[src/rtl/nmi_pkg.sv]
// Shared NMI definitions: bus field widths, arbiter FSM states and the
// default error word returned when a slave never answers.
package nmi_pkg;

  localparam int unsigned ADDR_W = 32;
  localparam int unsigned DATA_W = 32;
  localparam int unsigned STRB_W = 4;

  localparam logic [DATA_W-1:0] ERR_DATA_DEF = 32'hDEAD_BEEF;

  typedef enum logic [1:0] {
    ST_IDLE = 2'd0,
    ST_BUSY = 2'd1,
    ST_TERR = 2'd2
  } nmi_state_e;

endpackage

[src/rtl/nmi_arbiter_if.sv]
// NMI bus bundle between NUM_MST masters, the arbiter and one slave.
//   m_valid/m_addr/m_wdata/m_wstrb : per-master request (wstrb 0 = read)
//   m_rdata/m_ready                : shared read data, per-master completion
//   s_valid/s_addr/s_wdata/s_wstrb : request towards the slave
//   s_rdata/s_ready                : slave response
// Modport slave is the arbiter's view; modport master is the requester/slave
// side that drives the arbiter.
interface nmi_arbiter_if #(
  parameter int unsigned NUM_MST = 3
);
  import nmi_pkg::*;

  logic [NUM_MST-1:0]             m_valid;
  logic [NUM_MST-1:0][ADDR_W-1:0] m_addr;
  logic [NUM_MST-1:0][DATA_W-1:0] m_wdata;
  logic [NUM_MST-1:0][STRB_W-1:0] m_wstrb;
  logic [DATA_W-1:0]              m_rdata;
  logic [NUM_MST-1:0]             m_ready;

  logic                           s_valid;
  logic [ADDR_W-1:0]              s_addr;
  logic [DATA_W-1:0]              s_wdata;
  logic [STRB_W-1:0]              s_wstrb;
  logic [DATA_W-1:0]              s_rdata;
  logic                           s_ready;

  modport slave (
    input  m_valid, m_addr, m_wdata, m_wstrb, s_rdata, s_ready,
    output m_rdata, m_ready, s_valid, s_addr, s_wdata, s_wstrb
  );

  modport master (
    output m_valid, m_addr, m_wdata, m_wstrb, s_rdata, s_ready,
    input  m_rdata, m_ready, s_valid, s_addr, s_wdata, s_wstrb
  );

endinterface

[src/rtl/nmi_rr_pick.sv]
// Combinational round-robin picker: returns the first set bit of req at or
// after ptr, wrapping modulo N.
//   req   : request vector
//   ptr   : highest-priority index
//   found : any request present
//   idx   : winning index (0 when nothing found)
module nmi_rr_pick #(
  parameter  int unsigned N  = 3,
  localparam int unsigned IW = (N > 1) ? $clog2(N) : 1
) (
  input  logic [N-1:0]  req,
  input  logic [IW-1:0] ptr,
  output logic          found,
  output logic [IW-1:0] idx
);

  // Scan from the farthest offset down so the closest requester wins last.
  always_comb begin
    found = 1'b0;
    idx   = '0;
    for (int i = int'(N) - 1; i >= 0; i--) begin
      int c;
      c = int'(ptr) + i;
      if (c >= int'(N)) c = c - int'(N);
      if (req[IW'(c)]) begin
        found = 1'b1;
        idx   = IW'(c);
      end
    end
  end

endmodule

[src/rtl/nmi_arbiter.sv]
// Round-robin arbiter sharing one NMI slave between NUM_MST masters, one
// transaction in flight, with a response watchdog.
//   clk, rst  : clock, asynchronous active-high reset
//   bus       : NMI bundle (masters in, slave out, responses back)
//   tmo_flag  : sticky timeout indication
//   tmo_addr  : address of the first timed-out request
//   tmo_clr   : clears tmo_flag/tmo_addr (a simultaneous timeout wins)
module nmi_arbiter import nmi_pkg::*; #(
  parameter int unsigned       NUM_MST  = 3,
  parameter int unsigned       TIMEOUT  = 1024,
  parameter logic [DATA_W-1:0] ERR_DATA = ERR_DATA_DEF
) (
  input  logic              clk,
  input  logic              rst,
  nmi_arbiter_if.slave      bus,
  output logic              tmo_flag,
  output logic [ADDR_W-1:0] tmo_addr,
  input  logic              tmo_clr
);

  localparam int unsigned IDX_W  = $clog2(NUM_MST);
  localparam int unsigned WCNT_W = (TIMEOUT == 0) ? 1 : $clog2(TIMEOUT + 1);

  localparam logic [1:0] IDLE = ST_IDLE;
  localparam logic [1:0] BUSY = ST_BUSY;
  localparam logic [1:0] TERR = ST_TERR;

  logic [1:0]        state, state_nxt;
  logic [IDX_W-1:0]  ptr, ptr_nxt;
  logic [IDX_W-1:0]  gnt, gnt_nxt;
  logic [WCNT_W-1:0] wcnt;
  logic              fresh;
  logic              pick_found;
  logic [IDX_W-1:0]  pick_idx;
  logic [IDX_W-1:0]  gnt_inc;
  logic              gnt_valid;
  logic              wd_hit;

  nmi_rr_pick #(.N(NUM_MST)) u_pick (
    .req   (bus.m_valid),
    .ptr   (ptr),
    .found (pick_found),
    .idx   (pick_idx)
  );

  assign gnt_inc   = (gnt == IDX_W'(NUM_MST - 1)) ? '0 : IDX_W'(gnt + 1'b1);
  assign gnt_valid = bus.m_valid[gnt];

  // The first BUSY cycle only clears wcnt, so the error response lands
  // TIMEOUT+1 cycles after s_valid rises.
  assign wd_hit = (TIMEOUT != 0) && !fresh && (wcnt == WCNT_W'(TIMEOUT - 1));

  // Next-state logic and request/response muxes.
  always_comb begin
    state_nxt   = state;
    ptr_nxt     = ptr;
    gnt_nxt     = gnt;
    bus.s_valid = 1'b0;
    bus.s_addr  = '0;
    bus.s_wdata = '0;
    bus.s_wstrb = '0;
    bus.m_ready = '0;
    bus.m_rdata = '0;
    case (state)
      IDLE: begin
        if (pick_found) begin
          gnt_nxt   = pick_idx;
          state_nxt = BUSY;
        end
      end
      BUSY: begin
        bus.s_valid      = gnt_valid;
        bus.s_addr       = bus.m_addr[gnt];
        bus.s_wdata      = bus.m_wdata[gnt];
        bus.s_wstrb      = bus.m_wstrb[gnt];
        bus.m_ready[gnt] = bus.s_ready;
        if (gnt_valid) bus.m_rdata = bus.s_rdata;
        if (bus.s_ready) begin
          ptr_nxt   = gnt_inc;
          state_nxt = IDLE;
        end else if (!gnt_valid) begin
          // Master withdrew its request: abandon without a response.
          state_nxt = IDLE;
        end else if (wd_hit) begin
          state_nxt = TERR;
        end
      end
      TERR: begin
        bus.m_ready[gnt] = 1'b1;
        bus.m_rdata      = ERR_DATA;
        ptr_nxt          = gnt_inc;
        state_nxt        = IDLE;
      end
      default: state_nxt = IDLE;
    endcase
  end

  // State, pointer, grant and watchdog registers.
  always_ff @(posedge clk or posedge rst) begin
    if (rst) begin
      state <= IDLE;
      ptr   <= '0;
      gnt   <= '0;
      wcnt  <= '0;
      fresh <= 1'b0;
    end else begin
      state <= state_nxt;
      ptr   <= ptr_nxt;
      gnt   <= gnt_nxt;
      fresh <= (state == IDLE) && (state_nxt == BUSY);
      if (state == BUSY) begin
        if (fresh)             wcnt <= '0;
        else if (!bus.s_ready) wcnt <= WCNT_W'(wcnt + 1'b1);
      end
    end
  end

  // Sticky timeout capture; only the first address is kept until cleared.
  always_ff @(posedge clk or posedge rst) begin
    if (rst) begin
      tmo_flag <= 1'b0;
      tmo_addr <= '0;
    end else if (state == TERR) begin
      tmo_flag <= 1'b1;
      if (!tmo_flag || tmo_clr) tmo_addr <= bus.m_addr[gnt];
    end else if (tmo_clr) begin
      tmo_flag <= 1'b0;
      tmo_addr <= '0;
    end
  end

endmodule

[src/flat_wrapper.sv]
// flat-port wrapper written by rule: the top's interface ports become plain ports
module nmi_arbiter_flat import nmi_pkg::*;
#(
  parameter int unsigned       NUM_MST  = 3,
  parameter int unsigned       TIMEOUT  = 1024,
  parameter logic [DATA_W-1:0] ERR_DATA = ERR_DATA_DEF
)
  (clk, rst, tmo_flag, tmo_addr, tmo_clr, bus_m_valid, bus_m_addr, bus_m_wdata, bus_m_wstrb, bus_s_rdata, bus_s_ready, bus_m_rdata, bus_m_ready, bus_s_valid, bus_s_addr, bus_s_wdata, bus_s_wstrb);
  nmi_arbiter_if #(.NUM_MST(NUM_MST)) bus_i ();
  input  logic clk;
  input  logic rst;
  output logic tmo_flag;
  output logic [ADDR_W-1:0] tmo_addr;
  input  logic tmo_clr;
  input wire logic [$bits(bus_i.m_valid)-1:0] bus_m_valid;
  input wire logic [$bits(bus_i.m_addr)-1:0] bus_m_addr;
  input wire logic [$bits(bus_i.m_wdata)-1:0] bus_m_wdata;
  input wire logic [$bits(bus_i.m_wstrb)-1:0] bus_m_wstrb;
  input wire logic [$bits(bus_i.s_rdata)-1:0] bus_s_rdata;
  input wire logic [$bits(bus_i.s_ready)-1:0] bus_s_ready;
  output wire logic [$bits(bus_i.m_rdata)-1:0] bus_m_rdata;
  output wire logic [$bits(bus_i.m_ready)-1:0] bus_m_ready;
  output wire logic [$bits(bus_i.s_valid)-1:0] bus_s_valid;
  output wire logic [$bits(bus_i.s_addr)-1:0] bus_s_addr;
  output wire logic [$bits(bus_i.s_wdata)-1:0] bus_s_wdata;
  output wire logic [$bits(bus_i.s_wstrb)-1:0] bus_s_wstrb;
  assign bus_i.m_valid = bus_m_valid;
  assign bus_i.m_addr = bus_m_addr;
  assign bus_i.m_wdata = bus_m_wdata;
  assign bus_i.m_wstrb = bus_m_wstrb;
  assign bus_i.s_rdata = bus_s_rdata;
  assign bus_i.s_ready = bus_s_ready;
  assign bus_m_rdata = bus_i.m_rdata;
  assign bus_m_ready = bus_i.m_ready;
  assign bus_s_valid = bus_i.s_valid;
  assign bus_s_addr = bus_i.s_addr;
  assign bus_s_wdata = bus_i.s_wdata;
  assign bus_s_wstrb = bus_i.s_wstrb;
  nmi_arbiter #(.NUM_MST(NUM_MST), .TIMEOUT(TIMEOUT), .ERR_DATA(ERR_DATA)) u_core (.clk(clk), .rst(rst), .bus(bus_i), .tmo_flag(tmo_flag), .tmo_addr(tmo_addr), .tmo_clr(tmo_clr));
endmodule
[config.mk]
export PLATFORM = sky130hd
export DESIGN_NAME = nmi_arbiter_flat
export DESIGN_NICKNAME = d
export VERILOG_FILES = /design/src/rtl/nmi_pkg.sv /design/src/rtl/nmi_arbiter_if.sv /design/src/rtl/nmi_rr_pick.sv /design/src/rtl/nmi_arbiter.sv /design/src/flat_wrapper.sv
export SDC_FILE = /design/constraint.sdc
export NUM_CORES = 1
export LEC_CHECK = 0
export BUFFER_PORTS_ARGS = -buffer_cell sky130_fd_sc_hd__buf_4
export CAP_MARGIN = 20
export CELL_PAD_IN_SITES_DETAIL_PLACEMENT = 1
export CELL_PAD_IN_SITES_GLOBAL_PLACEMENT = 1
export CORE_AREA = 2 2 148 150
export DETAILED_ROUTE_END_ITERATION = 7
export DIE_AREA = 0 0 150 152
export PLACE_DENSITY = 0.75
export SLEW_MARGIN = 20
export SYNTH_ARGS = -nofsm -noshare
export SYNTH_HDL_FRONTEND = slang
export SYNTH_SLANG_ARGS = --single-unit
[constraint.sdc]
create_clock -name clk -period 2.2 [get_ports clk]
set_input_delay 0.22 -clock clk [delete_from_list [all_inputs] [get_ports clk]]
set_output_delay 0.22 -clock clk [all_outputs]
set_load 0.1 [all_outputs]
==> impl_results.md <==
* Outcome: finished, violations left
* Failing checks: negative setup slack
* Measured slew at the worst slew-check pin at 965.2 ps
* TritonCTS buffer count at 5
* H-tree depth at 2
* Residual DRC count at 0
* Static power due to leakage at 4.267 nW
* Worst setup path category: reg2out
* Max-cap violations at 0
* Critical path data required time at 1980 ps
* Top-level port count at 380
* Proportion of netlist area held by the largest area contributor at 29.08%
* Post-synthesis instance area at 4388 µm²
* Via total after detailed routing at 5564
* Sequential group share of total power at 8.8%
* NetSw at 8.387 mW
* Multi-input logic area at 3132 µm²
* Async set-or-reset flop fraction in the synthesized netlist at 100.0%
* Worst-case setup margin in the final layout at -47.48 ps
* Register bit total from synthesis at 51
* TritonRoute pass-1 iters at 4
* Port Buffers at 379
* Met2 track utilization from global routing at 34.01%
* Post-Syn Area per Cell at 7.878 µm²
* Final critical-path required period at 2247 ps
* N_diodes at 0
* Post-layout instance count excluding filler cells at 1206
* Area inside the core boundary at 21350 µm²
* Number of global-route vias before repair at 6008
* Count of routing violations after the opening detailed-route iteration at 194
* Clock-pin slew on the worst setup and hold paths at 70 ps
* Sequential fraction of the synthesis area at 29.08%
* Met3 track demand over resource in global routing at 4.054%
* Nature of the critical path startpoint: flip-flop
* Pin count of the biggest net entering global routing at 42
* Total congestion overflow at 0
* Wire per inst at 18.09 µm
* Comb pwr share at 84.6%
* Horizontal die dimension at 150 µm
* Initial antenna violation count at 0
* Total of fill cells in the finished design at 2561
* Maximum clock insertion buffer count at 2
* Routability Congestion at 0.8104
* Final setup violation count at 27
* Fin crit share at 102.2%
* Initial Utilization at 20.55%
* Routing layer with the top usage in global route: met2
* Antenna viol nets, final at 0
* Design Area, Final at 8685 µm²
* Area leader, netlist: sky130_fd_sc_hd__dfrtp_1
* Global-route usage over all layers at 18.08%
* Design internal power at 4.795 mW
* Most area-consuming cells after synthesis: sky130_fd_sc_hd__dfrtp_1, sky130_fd_sc_hd__mux2i_1, sky130_fd_sc_hd__nor2_1
* Critical path capture point type: primary output
* Die span in y at 152 µm
* Yosys Warn Count at 0
* Number of vias per cell at 4.614
* Root buffer cell: sky130_fd_sc_hd__clkbuf_16
* Signed area change from the synthesized netlist to the final layout at 97.92%
* Design Power at 13.18 mW
* Count leader, synth: sky130_fd_sc_hd__nor2_1
* Maximum resistive drop on vdd at 0.5567 mV
* Floorplan row count at 54
* Clock tree from TritonCTS: built
* Clock Sinks at 51
* Total of hold buffers inserted after clock tree synthesis at 0
* Placed inst area at 7906 µm²
* Max-slew violation total from the final report at 0
* Met1 Track Usage GR at 20.63%
* Number of hold violations in the final report at 0
* Setup clock skew after layout at 4.989 ps
* Worst-case register-to-register setup slack at 210 ps
* Post-synth EDFFs at 0
* Total Die Area at 22800 µm²
* Headroom to the max-slew limit at 35.51%
* Share of layout cells above drive strength 1 at 52.81%
* Maximum net fanout on the critical path at 32
* Type of the most critical hold path: in2async
* Detailed Route WL at 21.82 mm
* Flip-flop and latch area at 1281 µm²
* Total Negative Setup Slacks at -649.4 ps
* Synthesized Nets at 807
* Net count reported at finish at 1176
* Max Clk Rate at 444.9 MHz
* Switching power as a share of total power at 63.63%
* Unrepaired setup endpoints after global routing: yes
* Data arrival time of the worst path at 2030 ps
* Number of instances in the placed design at 1197
* Yosys cell types at 44
* HPWL after detailed placement at 17.46 mm
* Most instantiated cells after synthesis: sky130_fd_sc_hd__nor2_1, sky130_fd_sc_hd__mux2i_1, sky130_fd_sc_hd__dfrtp_1
* Power per standard cell area at 1518 nW/µm²
* Clock network latency to the later pin of the worst-skew pair at 280 ps
* Synthesized netlist cell count at 557
* Clock network fraction of total power at 6.6%
* Predominant post-synthesis flop cell: sky130_fd_sc_hd__dfrtp_1
* Wire length of the first global-routing pass at 33.00 mm
## cell type report
type	count	area share, %
tap	280	4.034
timing repair buffer	409	42.67
clock inverter	2	0.4322
sequential	51	14.75
clock buffer	5	1.441
inverter	14	0.6051
multi-input combinational	445	36.06
## worst paths after layout
path,startpoint,cells after the start,endpoint
max,u_core.gnt[0]$_DFFE_PP0P_,6,bus_m_rdata[23]
min,rst,3,u_core.tmo_addr[5]$_DFFE_PP0P_
max reg2reg,u_core.state[1]$_DFF_PP0_,6,u_core.wcnt[9]$_DFFE_PP0P_
min reg2reg,u_core.tmo_addr[25]$_DFFE_PP0P_,1,u_core.tmo_addr[25]$_DFFE_PP0P_
max in group asynchronous,rst,3,u_core.gnt[0]$_DFFE_PP0P_
min in group clk,tmo_clr,3,u_core.tmo_flag$_DFFE_PP0P_
## logic make-up (layout without fill, tap and decap cells)
logic type / after synthesis / in the layout / share of synthesized area [%]
AO/OA/AOI/OAI: 162 / 162 / 23.89
buffers and inverters: 61 / 430 / 5.475
flip-flops: 51 / 51 / 29.08
multiplexers: 75 / 75 / 17.22
adder cells (fa/ha/maj): 7 / 7 / 1.996
AND/OR/NAND/NOR: 199 / 199 / 21.93
XOR/XNOR: 2 / 2 / 0.3993
## worst max-delay path, stage by stage, from the launching register on
cell and delay [ps]:
sky130_fd_sc_hd__dfrtp_4 530, sky130_fd_sc_hd__mux2_4 330, sky130_fd_sc_hd__a22oi_2 180, sky130_fd_sc_hd__nor3b_2 90, sky130_fd_sc_hd__buf_12 170, sky130_fd_sc_hd__a21o_2 250, sky130_fd_sc_hd__buf_12 170
## stage by stage
stage               utilization (%)  setup WS, ps  hold WS, ps
global placement              37.03        -33.80        311.0
floorplan                         -        -441.7        387.1
global route                  40.68        -89.44        33.65
detailed placement            37.03        -87.99        323.0
finish                        40.68        -47.48        9.276
CTS                           39.40        -45.98        18.60
## sequential cells by signal, summed over array words and instances (netlist names)
signal           flops
u_core.state         2
u_core.tmo_addr     32
u_core.wcnt         11
u_core.fresh         1
u_core.ptr           2
u_core.gnt           2
u_core.tmo_flag      1
## routing by layer
metal	vias to the layer above	wire length (µm)
met3	28	1475
met2	229	11640
met4	0	434
li1	2686	-
met5	-	0
met1	2621	8273
## repair_timing
action	in CTS	in global routing
resized for setup	88	78
setup endpoints to repair	53	86
buffers inserted	2	0
## cell usage in the layout, fill, tap and decap left out, types with 4 or more instances in the layout
cell	instances
sky130_fd_sc_hd__a21o_2	21
sky130_fd_sc_hd__a21oi_1	45
sky130_fd_sc_hd__a22o_1	33
sky130_fd_sc_hd__and2_1	35
sky130_fd_sc_hd__and2_4	6
sky130_fd_sc_hd__buf_12	25
sky130_fd_sc_hd__buf_4	321
sky130_fd_sc_hd__buf_6	40
sky130_fd_sc_hd__buf_8	23
sky130_fd_sc_hd__clkbuf_16	5
sky130_fd_sc_hd__dfrtp_1	49
sky130_fd_sc_hd__ha_1	7
sky130_fd_sc_hd__inv_1	12
sky130_fd_sc_hd__mux2i_1	71
sky130_fd_sc_hd__nand2_1	44
sky130_fd_sc_hd__nand2b_1	5
sky130_fd_sc_hd__nand3_1	4
sky130_fd_sc_hd__nor2_1	59
sky130_fd_sc_hd__nor2_4	21
sky130_fd_sc_hd__o21ai_0	31
sky130_fd_sc_hd__o21ai_1	9
sky130_fd_sc_hd__o31ai_1	6
## power groups by stage
stage          combinational, mW  clock [mW]  sequential, mW
4_1_cts                     10.8       0.895            1.16
3_5_place_dp                10.4           0            1.17
5_1_grt                     11.6       0.939            1.18
6_report                    11.2       0.868            1.16
3_3_place_gp                10.3           0            1.17
2_1_floorplan               7.93           0            1.12
(Power assumes the default switching activity.)
